### src/rtl/sbus_mem_arbiter.sv
// SimpleBus memory front-end: round-robin arbitration of NUM_M masters onto one memory port,
// one transaction outstanding. Optional random extra latency via SBUS_RAND_DELAY_EN.
module sbus_mem_arbiter #(
  parameter int unsigned NUM_M   = 2,
  parameter int unsigned ADDR_W  = 32,
  parameter int unsigned DATA_W  = 32,
  parameter int unsigned LATENCY = 1
) (
  input  logic                      clk,
  input  logic                      rst,
  input  logic [NUM_M-1:0]          req_valid,
  output logic [NUM_M-1:0]          req_ready,
  input  logic [NUM_M*ADDR_W-1:0]   req_addr,
  input  logic [NUM_M-1:0]          req_wen,
  input  logic [NUM_M*DATA_W-1:0]   req_wdata,
  input  logic [NUM_M*DATA_W/8-1:0] req_wmask,
  output logic [NUM_M-1:0]          rsp_valid,
  input  logic [NUM_M-1:0]          rsp_ready,
  output logic [DATA_W-1:0]         rsp_rdata,
  output logic                      mem_en,
  output logic                      mem_we,
  output logic [ADDR_W-1:0]         mem_addr,
  output logic [DATA_W-1:0]         mem_wdata,
  output logic [DATA_W/8-1:0]       mem_wmask,
  input  logic [DATA_W-1:0]         mem_rdata
);

  localparam int unsigned MaskW = DATA_W / 8;
  localparam int unsigned OwnW  = (NUM_M > 1) ? $clog2(NUM_M) : 1;
  // Wide enough for LATENCY-1 plus up to 7 random extra cycles.
  localparam int unsigned CntW  = 9;

  typedef enum logic [1:0] {
    StIdle,
    StWait,
    StResp
  } state_e;

  state_e            state_q, state_d;
  logic [OwnW-1:0]   rr_ptr_q, rr_ptr_d;
  logic [CntW-1:0]   cnt_q, cnt_d;
  logic [OwnW-1:0]   owner_q, owner_d;
  logic [ADDR_W-1:0] addr_q, addr_d;
  logic              wen_q, wen_d;
  logic [DATA_W-1:0] wdata_q, wdata_d;
  logic [MaskW-1:0]  wmask_q, wmask_d;
  logic [DATA_W-1:0] rdata_q, rdata_d;

  logic              gnt_found;
  logic [OwnW-1:0]   gnt_idx;
  logic [NUM_M-1:0]  gnt_oh;
  logic [NUM_M-1:0]  own_oh;
  logic [ADDR_W-1:0] addr_sel;
  logic              wen_sel;
  logic [DATA_W-1:0] wdata_sel;
  logic [MaskW-1:0]  wmask_sel;
  logic              accept;
  logic              own_rdy;
  logic              mem_fire;
  logic [CntW-1:0]   lat_init;

`ifdef SBUS_RAND_DELAY_EN
  logic [7:0] lfsr_q, lfsr_d;

  // x^8 + x^6 + x^5 + x^4 + 1, Fibonacci form
  always_comb begin
    lfsr_d = {lfsr_q[6:0], lfsr_q[7] ^ lfsr_q[5] ^ lfsr_q[4] ^ lfsr_q[3]};
  end

  always_ff @(posedge clk) begin
    if (!rst) begin
      lfsr_q <= 8'hA5;
    end else begin
      lfsr_q <= lfsr_d;
    end
  end

  assign lat_init = CntW'(LATENCY - 1) + CntW'(lfsr_q[2:0]);
`else
  assign lat_init = CntW'(LATENCY - 1);
`endif

  // Round-robin search: first requester at or above rr_ptr, else wrap to the lowest.
  always_comb begin
    gnt_found = 1'b0;
    gnt_idx   = '0;
    for (int unsigned i = 0; i < NUM_M; i++) begin
      if (!gnt_found && req_valid[i] && (i >= 32'(rr_ptr_q))) begin
        gnt_found = 1'b1;
        gnt_idx   = OwnW'(i);
      end
    end
    for (int unsigned i = 0; i < NUM_M; i++) begin
      if (!gnt_found && req_valid[i]) begin
        gnt_found = 1'b1;
        gnt_idx   = OwnW'(i);
      end
    end
  end

  always_comb begin
    gnt_oh    = '0;
    own_oh    = '0;
    addr_sel  = '0;
    wen_sel   = 1'b0;
    wdata_sel = '0;
    wmask_sel = '0;
    for (int unsigned i = 0; i < NUM_M; i++) begin
      gnt_oh[i] = gnt_found && (gnt_idx == OwnW'(i));
      own_oh[i] = (owner_q == OwnW'(i));
      if (gnt_oh[i]) begin
        addr_sel  = req_addr[i*ADDR_W +: ADDR_W];
        wen_sel   = req_wen[i];
        wdata_sel = req_wdata[i*DATA_W +: DATA_W];
        wmask_sel = req_wmask[i*MaskW +: MaskW];
      end
    end
  end

  assign accept   = rst && (state_q == StIdle) && gnt_found;
  assign own_rdy  = |(rsp_ready & own_oh);
  assign mem_fire = rst && (state_q == StWait) && (cnt_q == '0);

  always_comb begin
    state_d  = state_q;
    rr_ptr_d = rr_ptr_q;
    cnt_d    = cnt_q;
    owner_d  = owner_q;
    addr_d   = addr_q;
    wen_d    = wen_q;
    wdata_d  = wdata_q;
    wmask_d  = wmask_q;
    rdata_d  = rdata_q;
    unique case (state_q)
      StIdle: begin
        if (accept) begin
          addr_d   = addr_sel;
          wen_d    = wen_sel;
          wdata_d  = wdata_sel;
          wmask_d  = wmask_sel;
          owner_d  = gnt_idx;
          cnt_d    = lat_init;
          rr_ptr_d = (gnt_idx == OwnW'(NUM_M - 1)) ? '0 : gnt_idx + 1'b1;
          state_d  = StWait;
        end
      end
      StWait: begin
        if (cnt_q != '0) begin
          cnt_d = cnt_q - 1'b1;
        end else begin
          rdata_d = wen_q ? '0 : mem_rdata;
          state_d = StResp;
        end
      end
      StResp: begin
        if (own_rdy) begin
          state_d = StIdle;
        end
      end
      default: state_d = StIdle;
    endcase
  end

  always_ff @(posedge clk) begin
    if (!rst) begin
      state_q  <= StIdle;
      rr_ptr_q <= '0;
      cnt_q    <= '0;
      owner_q  <= '0;
      addr_q   <= '0;
      wen_q    <= 1'b0;
      wdata_q  <= '0;
      wmask_q  <= '0;
      rdata_q  <= '0;
    end else begin
      state_q  <= state_d;
      rr_ptr_q <= rr_ptr_d;
      cnt_q    <= cnt_d;
      owner_q  <= owner_d;
      addr_q   <= addr_d;
      wen_q    <= wen_d;
      wdata_q  <= wdata_d;
      wmask_q  <= wmask_d;
      rdata_q  <= rdata_d;
    end
  end

  // Outputs are gated by rst so an in-flight transaction vanishes as soon as reset asserts.
  always_comb begin
    req_ready = accept ? gnt_oh : '0;
    rsp_valid = (rst && (state_q == StResp)) ? own_oh : '0;
    rsp_rdata = rdata_q;
    mem_en    = mem_fire;
    mem_we    = mem_fire && wen_q;
    mem_addr  = mem_fire ? addr_q : '0;
    mem_wdata = mem_fire ? wdata_q : '0;
    mem_wmask = mem_fire ? wmask_q : '0;
  end

endmodule

### config.mk
export PLATFORM = sky130hd
export DESIGN_NAME = sbus_mem_arbiter
export DESIGN_NICKNAME = d
export VERILOG_FILES = /design/src/rtl/sbus_mem_arbiter.sv
export SDC_FILE = /design/constraint.sdc
export NUM_CORES = 1
export LEC_CHECK = 0
export CORE_ASPECT_RATIO = 1.4
export CORE_MARGIN = 10
export CORE_UTILIZATION = 42
export CTS_CLUSTER_DIAMETER = 40
export DETAILED_ROUTE_END_ITERATION = 10
export GPL_TIMING_DRIVEN = 0
export PLACE_DENSITY = 0.93
export SLEW_MARGIN = 20
export SYNTH_ARGS = -nofsm -noshare
export SYNTH_HDL_FRONTEND = slang
export SYNTH_SLANG_ARGS = --single-unit
### constraint.sdc
create_clock -name clk -period 6.1 [get_ports clk]
set_clock_uncertainty 0.2 [all_clocks]
set_input_delay 1.22 -clock clk [delete_from_list [all_inputs] [get_ports clk]]
set_output_delay 1.22 -clock clk [all_outputs]
set_load 0.005 [all_outputs]
==> flow_summary.ini, run 1 <==
[clocking]
path_clk_slew_ns = 0.05
insertion_delay_ns = 0.40
cts_root_buf = clkbuf_16
cts_hold_buf = 0
htree_levels = 4
tritoncts = built
clockBufferDepth = 2
cts_buffers = 17
postCtsSetupBuffers = 0
post_cts_resized = 0
numClockSinks = 114

[finish]
final_cell_mix = clkdlybuf4s50_1, a21oi_1, dfxtp_1, and2_1, o21ai_0
final_common_cell = clkdlybuf4s50_1
syn2layout_area_growth_pct = 73.9
layout-drive-gt1-share_pct = 4.38
fin_nets = 1077

[worst_setup_path]
path_class = primary input to primary output
path_max_fanout = 9
slowest_delay_ns = 0.63
cp_cell_sequence = clkdlybuf4s50_1 > nand2b_1 > or3_1 > clkbuf_1 > nor2_1 > clkdlybuf4s50_1
crit_buf_inv = 3
start_kind = primary input
endpoint_kind = primary output
cp.required_ns = 4.68
critPathArrivalTime_ns = 3.50
worst_path_most_repeated_cell = clkdlybuf4s50_1
critPathSlowestCell = clkdlybuf4s50_1
critPathTopFamily = buffers and inverters

[detailed_routing]
vias_per_cell = 5.28
ant_nets = 0
drt_first_pass_iters = 5
routed_wl_mm = 21.3
drtIter0Drc = 392
avgRoutedWirePerCell_um = 20.1
drc = 0
vias = 5597

[synthesis]
yosysTopAreaCellShare_pct = 45.8
syn-cell-area_um2 = 4980
synthSimpleGateAreaFrac_pct = 19.7
synth.area.top_cells = dfxtp_1, a21oi_1, and2_1, o21ai_0, a22o_1
synth_cell_types = 44
synthXorXnorAreaFrac_pct = 0.703
synth_compound_area_share_pct = 26.1
synth_top_family_by_area = compound AO/OA/AOI/OAI gates
syn_nets = 777
syn_area_per_cell_um2 = 8.30
synthArstFlopShare_pct = 0
ys_seq_area_share_pct = 45.8
synth.largest_area_cell = dfxtp_1
synth-edff-count = 0
ys_ff_latch = 114
yosysWarnings = 0
syn_inst = 600
synthFlopType = dfxtp_1
synthAdderAreaFrac_pct = 0.251
yosys-mux-area-fraction_pct = 2.01

[floorplan]
rows = 47
io_pins = 282
initial_core_util_pct = 42.6
core_area_um2 = 11700
die_area_um2 = 16700
die_x_um = 112
dieHeight_um = 149

[job]
max_cap_violations = 0

[global_routing]
grt_pass1_wl_mm = 32.3
grt_max_degree = 17
first_global_vias = 5914
antenna_found_initial = 1
overflow = 0
grt_usage_pct = 24.4

[timing]
finalSetupViolations = 0
post-route-min-period_ns = 4.92
fmax_ghz = 0.203
fin_setup_tns_ns = 0
rsz0062_at_grt = no
slew_violations = 0
relSlewSlack_pct = 35.1
fin_crit_sh_pct = 80.7
finalHoldViolations = 0
fin_ws_ns = 1.18
tightest_slew_ns = 0.966

[placement]
dp_slack_ns = 1.21
routabilityCongestion = 0.859
port_buffers = 281
dpl.hpwl_mm = 16.5

[min_path]
min-delay-path-class = flop to flop

[power_and_ir_drop]
power_density_nw_per_um2 = 269
peakVddDrop_v = 0.000167
total_power_mw = 2.33
power_leakage_nw = 3.29

[status]
status = complete, no violations
## cell families after synthesis
logic type,count (synthesis)
xor+xnor,4
fa+ha+maj,1
compound gates,228
buf+inv,59
simple gates,184
mux,10
flops,114
## power breakdown
part           internal [mW]  switching [mW]  leakage (nW)  total [mW]
Sequential             0.809          0.0302         0.936       0.839
Clock                  0.797           0.342         0.330        1.14
Combinational          0.195           0.162          2.03       0.357
## worst paths after layout
check                                start      endpoint  depth (start not counted)  slack [ns]
worst min-delay path              rr_ptr_q      rr_ptr_q                          1        0.26
worst max-delay path                   rst  req_ready[0]                          6        1.18
worst max register to register  state_q[0]    addr_q[27]                          5        3.74
worst min register to register    rr_ptr_q      rr_ptr_q                          1        0.26
## synth_stat cells (2+ instances only)
cell type  instances
a21o_1             2
a21oi_1          118
xnor2_1            4
dfxtp_1          114
nand2b_1           3
nor3_1             4
buf_1              7
inv_1              6
and4_1             2
nor4b_1            2
a211oi_1           2
nor2_1             9
mux2i_1           10
nor2b_1            2
clkbuf_1          40
a22o_1            32
o21ai_0           66
buf_8              3
nand4_1            2
and2_1            69
nand3_1           18
nand2_1           62
o31ai_1            2
## stage by stage
step                      utilization (%)  hold slack, ns  instance area (um^2)  cells
after floorplan                         -           0.227                  4980    600
after global placement               68.2           0.234                  7980   1028
after detailed placement             68.2           0.245                  7990   1028
after CTS                            74.0           0.258                  8660   1060
after global routing                 74.0           0.286                  8660   1060
final                                74.0           0.255                  8660   1061
## cell type report
type,count,area (um^2)
clock inverters,10,203
clock buffers,22,474
well taps,147,184
plain buffers,53,245
multi-input cells,427,2440
repair buffers,281,2810
inverters,6,22.5
diodes,1,2.50
fillers,828,3040
flip-flops and latches,114,2280
## state kept, by name (all words and copies together), names as in the netlist
name and count:
wen_q 1, rsp_rdata 32, addr_q 32, owner_q 1
rr_ptr_q 1, cnt_q 9, state_q 2, wdata_q 32
wmask_q 4
## metal layers
layer / wire [um] / vias up / global-route usage [%]
met2: 10600 / 274 / 42.4
met3: 1970 / 49 / 9.22
met4: 857 / 0 / 12.3
met1: 7890 / 2562 / 25.1
met5: 0 / - / 0
li1: - / 2712 / -
No activity file was read; power rests on OpenSTA's default activity.
==> run 2: changes to the inputs <==
CORE_UTILIZATION = 39   (was 42)
PLACE_DENSITY = 0.88   (was 0.93)
clock period = 4.9 ns   (was 6.1 ns; I/O delays follow)
==> run 2 against run 1 <==
  * Hold slack better by 0.012 ns
  * Global-route usage decreased by 1.4 points
  * Final area fell by 1.3%
  * Via count is 0.50% lower
  * Combinational power is 25% higher
  * Non-clock buffer count is the same
  * Power rose by 13%
  * Critical path type unchanged
  * Critical endpoint unchanged
  * Largest power group unchanged
==> flow_summary.ini, run 2 (synthesis gave the netlist of run 1 again) <==
[status]
status = complete, no violations

[floorplan]
initial_core_util_pct = 40.1
rows = 48
die_x_um = 116
io_pins = 282
die_area_um2 = 17800
dieHeight_um = 154
core_area_um2 = 12400

[power_and_ir_drop]
total_power_mw = 2.64
peakVddDrop_v = 0.000197
power_leakage_nw = 3.22
power_density_nw_per_um2 = 309

[clocking]
cts_buffers = 17
tritoncts = built
clockBufferDepth = 2
cts_root_buf = clkbuf_16
htree_levels = 4
path_clk_slew_ns = 0.06
numClockSinks = 114
cts_hold_buf = 0
insertion_delay_ns = 0.40
postCtsSetupBuffers = 0
post_cts_resized = 0

[worst_setup_path]
critPathArrivalTime_ns = 3.20
critPathTopFamily = buffers and inverters
slowest_delay_ns = 0.60
path_max_fanout = 9
cp_cell_sequence = clkdlybuf4s50_1 > nand2b_1 > or3_1 > clkbuf_1 > nor2_1 > clkdlybuf4s50_1
worst_path_most_repeated_cell = clkdlybuf4s50_1
path_class = primary input to primary output
start_kind = primary input
critPathSlowestCell = clkdlybuf4s50_1
crit_buf_inv = 3
cp.required_ns = 3.72
endpoint_kind = primary output

[detailed_routing]
avgRoutedWirePerCell_um = 19.9
vias = 5569
vias_per_cell = 5.24
drt_first_pass_iters = 5
drtIter0Drc = 256
ant_nets = 0
drc = 0
routed_wl_mm = 21.2

[global_routing]
antenna_found_initial = 0
busiest_layer = met2
met3_usage_pct = 9.54
met1_usage_pct = 23.1
overflow = 0
grt_max_degree = 17
first_global_vias = 5716
grt_use_met2_pct = 41.4
grt_usage_pct = 22.9
grt_pass1_wl_mm = 31.8

[finish]
num_antenna_cells = 0
fin_nets = 1077
syn2layout_area_growth_pct = 71.6
layout-drive-gt1-share_pct = 4.60
final_common_cell = clkdlybuf4s50_1
final_cell_mix = clkdlybuf4s50_1, a21oi_1, dfxtp_1, and2_1, o21ai_0

[timing]
finalHoldViolations = 0
slew_violations = 0
fin_ws_ns = 0.518
post-route-min-period_ns = 4.38
fin_crit_sh_pct = 89.4
finalSetupViolations = 0
tightest_slew_ns = 1.06
fin_setup_tns_ns = 0
relSlewSlack_pct = 29.0
fmax_ghz = 0.228
rsz0062_at_grt = no

[min_path]
min-delay-path-class = flop to flop

[placement]
port_buffers = 281
dpl.hpwl_mm = 16.6
dp_slack_ns = 0.512
routabilityCongestion = 0.870

[job]
max_cap_violations = 0
[run 2: where the power goes]
group	switching [mW]	leakage [nW]	total (mW)	internal, mW
Combinational	0.202	2.03	0.445	0.243
Sequential	0.0371	0.936	1.04	1.01
Clock	0.445	0.257	1.15	0.708
Total	0.684	3.22	2.64	1.96
[run 2: layout make-up]
type / instances / area [um^2]
Timing Repair Buffer: 281 / 2810
Sequential cell: 114 / 2280
Tap cell: 150 / 188
Fill cell: 998 / 3880
Inverter: 6 / 22.5
Multi-Input combinational cell: 427 / 2440
Clock inverter: 13 / 113
Buffer: 53 / 245
Clock buffer: 19 / 443
[run 2: routing by layer]
layer	share of wire, %	vias to the layer above
li1	-	2703
met1	36	2571
met3	11	27
met4	1.9	0
met2	51	268
met5	0	-
[run 2: metrics by stage]
| step | instances | hold WS (ns) | area (um^2) | util (%) |
|---|---|---|---|---|
| 2_1_floorplan | 600 | 0.227 | 4980 | - |
| 3_3_place_gp | 1031 | 0.238 | 7980 | 64.2 |
| 3_5_place_dp | 1031 | 0.254 | 7990 | 64.3 |
| 4_1_cts | 1063 | 0.268 | 8540 | 68.7 |
| 5_1_grt | 1063 | 0.277 | 8550 | 68.8 |
| 6_report | 1063 | 0.267 | 8550 | 68.8 |
[run 2: worst reg2reg max path, delay by kind of cell, from the launching register on]
kind	cells	cell delay, ns
AND/OR/NAND/NOR	2	1.08
buffers and inverters	1	0.41
flip-flops	1	0.34
AO/OA/AOI/OAI	2	0.32
[run 2: final timing paths]
path	start	endpoint	slack [ns]	depth (start not counted)
min reg2reg	addr_q[19]	addr_q[19]	0.27	2
min	addr_q[19]	addr_q[19]	0.27	2
max reg2reg	state_q[0]	addr_q[22]	2.49	5
max	rst	req_ready[0]	0.52	6
==> run 3: changes to the inputs <==
CTS_CLUSTER_DIAMETER = default   (was 40)
SLEW_MARGIN = 30   (was 20)
==> run 3 against run 2 <==
  * Clock power about the same
  * Final area about the same
  * Non-clock buffer count unchanged
  * Sequential share of layout area about the same
  * Via count up 1.1%
  * Critical path depth unchanged
  * Global-route usage down 0.088 points
==> flow_summary.ini, run 3 (synthesis gave the netlist of run 1 again) <==
[status]
status = complete, no violations

[placement]
port_buffers = 281
dpl.hpwl_mm = 16.6
routabilityCongestion = 0.870
place_area_um2 = 7990

[timing]
finalHoldViolations = 0
slew_violations = 0
tightest_slew_ns = 0.771
fmax_ghz = 0.227
relSlewSlack_pct = 48.4
fin_crit_sh_pct = 89.9
post-route-min-period_ns = 4.41
finalSetupViolations = 0
fin_setup_tns_ns = 0
rsz0062_at_grt = no

[detailed_routing]
vias = 5628
drt_first_pass_iters = 5
avgRoutedWirePerCell_um = 19.9
drtIter0Drc = 250
routed_wl_mm = 21.2
drc = 0
vias_per_cell = 5.29
ant_nets = 0

[finish]
final_cell_mix = clkdlybuf4s50_1, a21oi_1, dfxtp_1, and2_1, o21ai_0
fin_nets = 1077
fillerInstances = 983
multi_input_area_um2 = 2450
layout-drive-gt1-share_pct = 4.71
final_common_cell = clkdlybuf4s50_1
seqCellArea_um2 = 2280
final_core_util_pct = 68.8
final_area_um2 = 8560
syn2layout_area_growth_pct = 71.8

[floorplan]
die_x_um = 116
dieHeight_um = 154
initial_core_util_pct = 40.1
core_area_um2 = 12400
die_area_um2 = 17800
io_pins = 282
rows = 48

[global_routing]
antenna_found_initial = 0
grt_pass1_wl_mm = 31.5
overflow = 0
first_global_vias = 5688
grt_max_degree = 17
grt_usage_pct = 22.9

[worst_setup_path]
cp.required_ns = 3.72
path_class = primary input to primary output
path_max_fanout = 9
cp_cell_sequence = clkdlybuf4s50_1 > nand2b_1 > or3_1 > clkbuf_1 > nor2_1 > clkdlybuf4s50_1
critPathTopFamily = buffers and inverters
critPathArrivalTime_ns = 3.23
reg2reg_from = state_q[1]
endpoint_kind = primary output
worst_path_most_repeated_cell = clkdlybuf4s50_1
critPathSlowestCell = clkdlybuf4s50_1
crit_buf_inv = 3
cp-startpoint = rst
start_kind = primary input
slowest_delay_ns = 0.60

[clocking]
post_cts_resized = 0
htree_levels = 4
cts_buffers = 17
numClockSinks = 114
postCtsSetupBuffers = 0
tritoncts = built
cts_hold_buf = 0
insertion_delay_ns = 0.41
cts_root_buf = clkbuf_16
clockBufferDepth = 2
path_clk_slew_ns = 0.05

[min_path]
min-delay-start = rsp_rdata[6]
min-delay-path-class = flop to flop

[power_and_ir_drop]
peakVddDrop_v = 0.000181
power_leakage_nw = 3.22
power_density_nw_per_um2 = 309

[job]
max_cap_violations = 0
run 3: changes by cell type in the layout (fill, tap and decap cells not counted):
cell,change
diode_2,+1
nor3_1,-1
nor3_2,+1
run 3: area by class of cell:
cell class | instances | share of cell area [%]
sequential | 114 | 26.7
tap | 150 | 2.19
clock inverter | 13 | 1.32
antenna | 1 | 0.0292
timing repair buffer | 281 | 32.9
inverter | 6 | 0.263
multi-input combinational | 427 | 28.6
clock buffer | 19 | 5.18
buffer | 53 | 2.87
run 3: final timing paths:
check / endpoint / slack (ns) / depth (start not counted)
worst max-delay path: req_ready[0] / 0.49 / 6
worst min-delay path: rsp_rdata[6] / 0.27 / 1
worst max register to register: wdata_q[6] / 2.60 / 6
worst min register to register: rsp_rdata[6] / 0.27 / 1
run 3: worst reg2reg max path, delay by kind of cell (launching register included):
family / cells / cell delay, ns
flops: 1 / 0.33
simple gates: 1 / 0.17
buf+inv: 3 / 1.18
compound gates: 2 / 0.35
run 3: power by group:
group	internal, mW	switching (mW)	leakage, nW
registers	1.01	0.0374	0.936
clock network	0.707	0.448	0.257
logic	0.243	0.201	2.03
total	1.96	0.687	3.22
run 3: stage by stage:
step | worst slack, ns | hold slack (ns) | total power [mW] | std cells
floorplan | 1.92 | 0.227 | 1.23 | 600
finish | 0.493 | 0.269 | 2.64 | 1064
detailed placement | 0.504 | 0.254 | 1.50 | 1031
global route | 0.329 | 0.286 | 2.74 | 1063
global placement | 0.172 | 0.238 | 1.49 | 1031
CTS | 0.497 | 0.273 | 2.66 | 1063
run 3: per-layer routing:
| metal | vias up | GRT usage, % | wire [um] |
|---|---|---|---|
| li1 | 2708 | - | - |
| met2 | 272 | 40.9 | 10900 |
| met3 | 25 | 9.70 | 2350 |
| met4 | 0 | 6.54 | 310 |
| met5 | - | 0 | 0 |
| met1 | 2623 | 23.4 | 7680 |
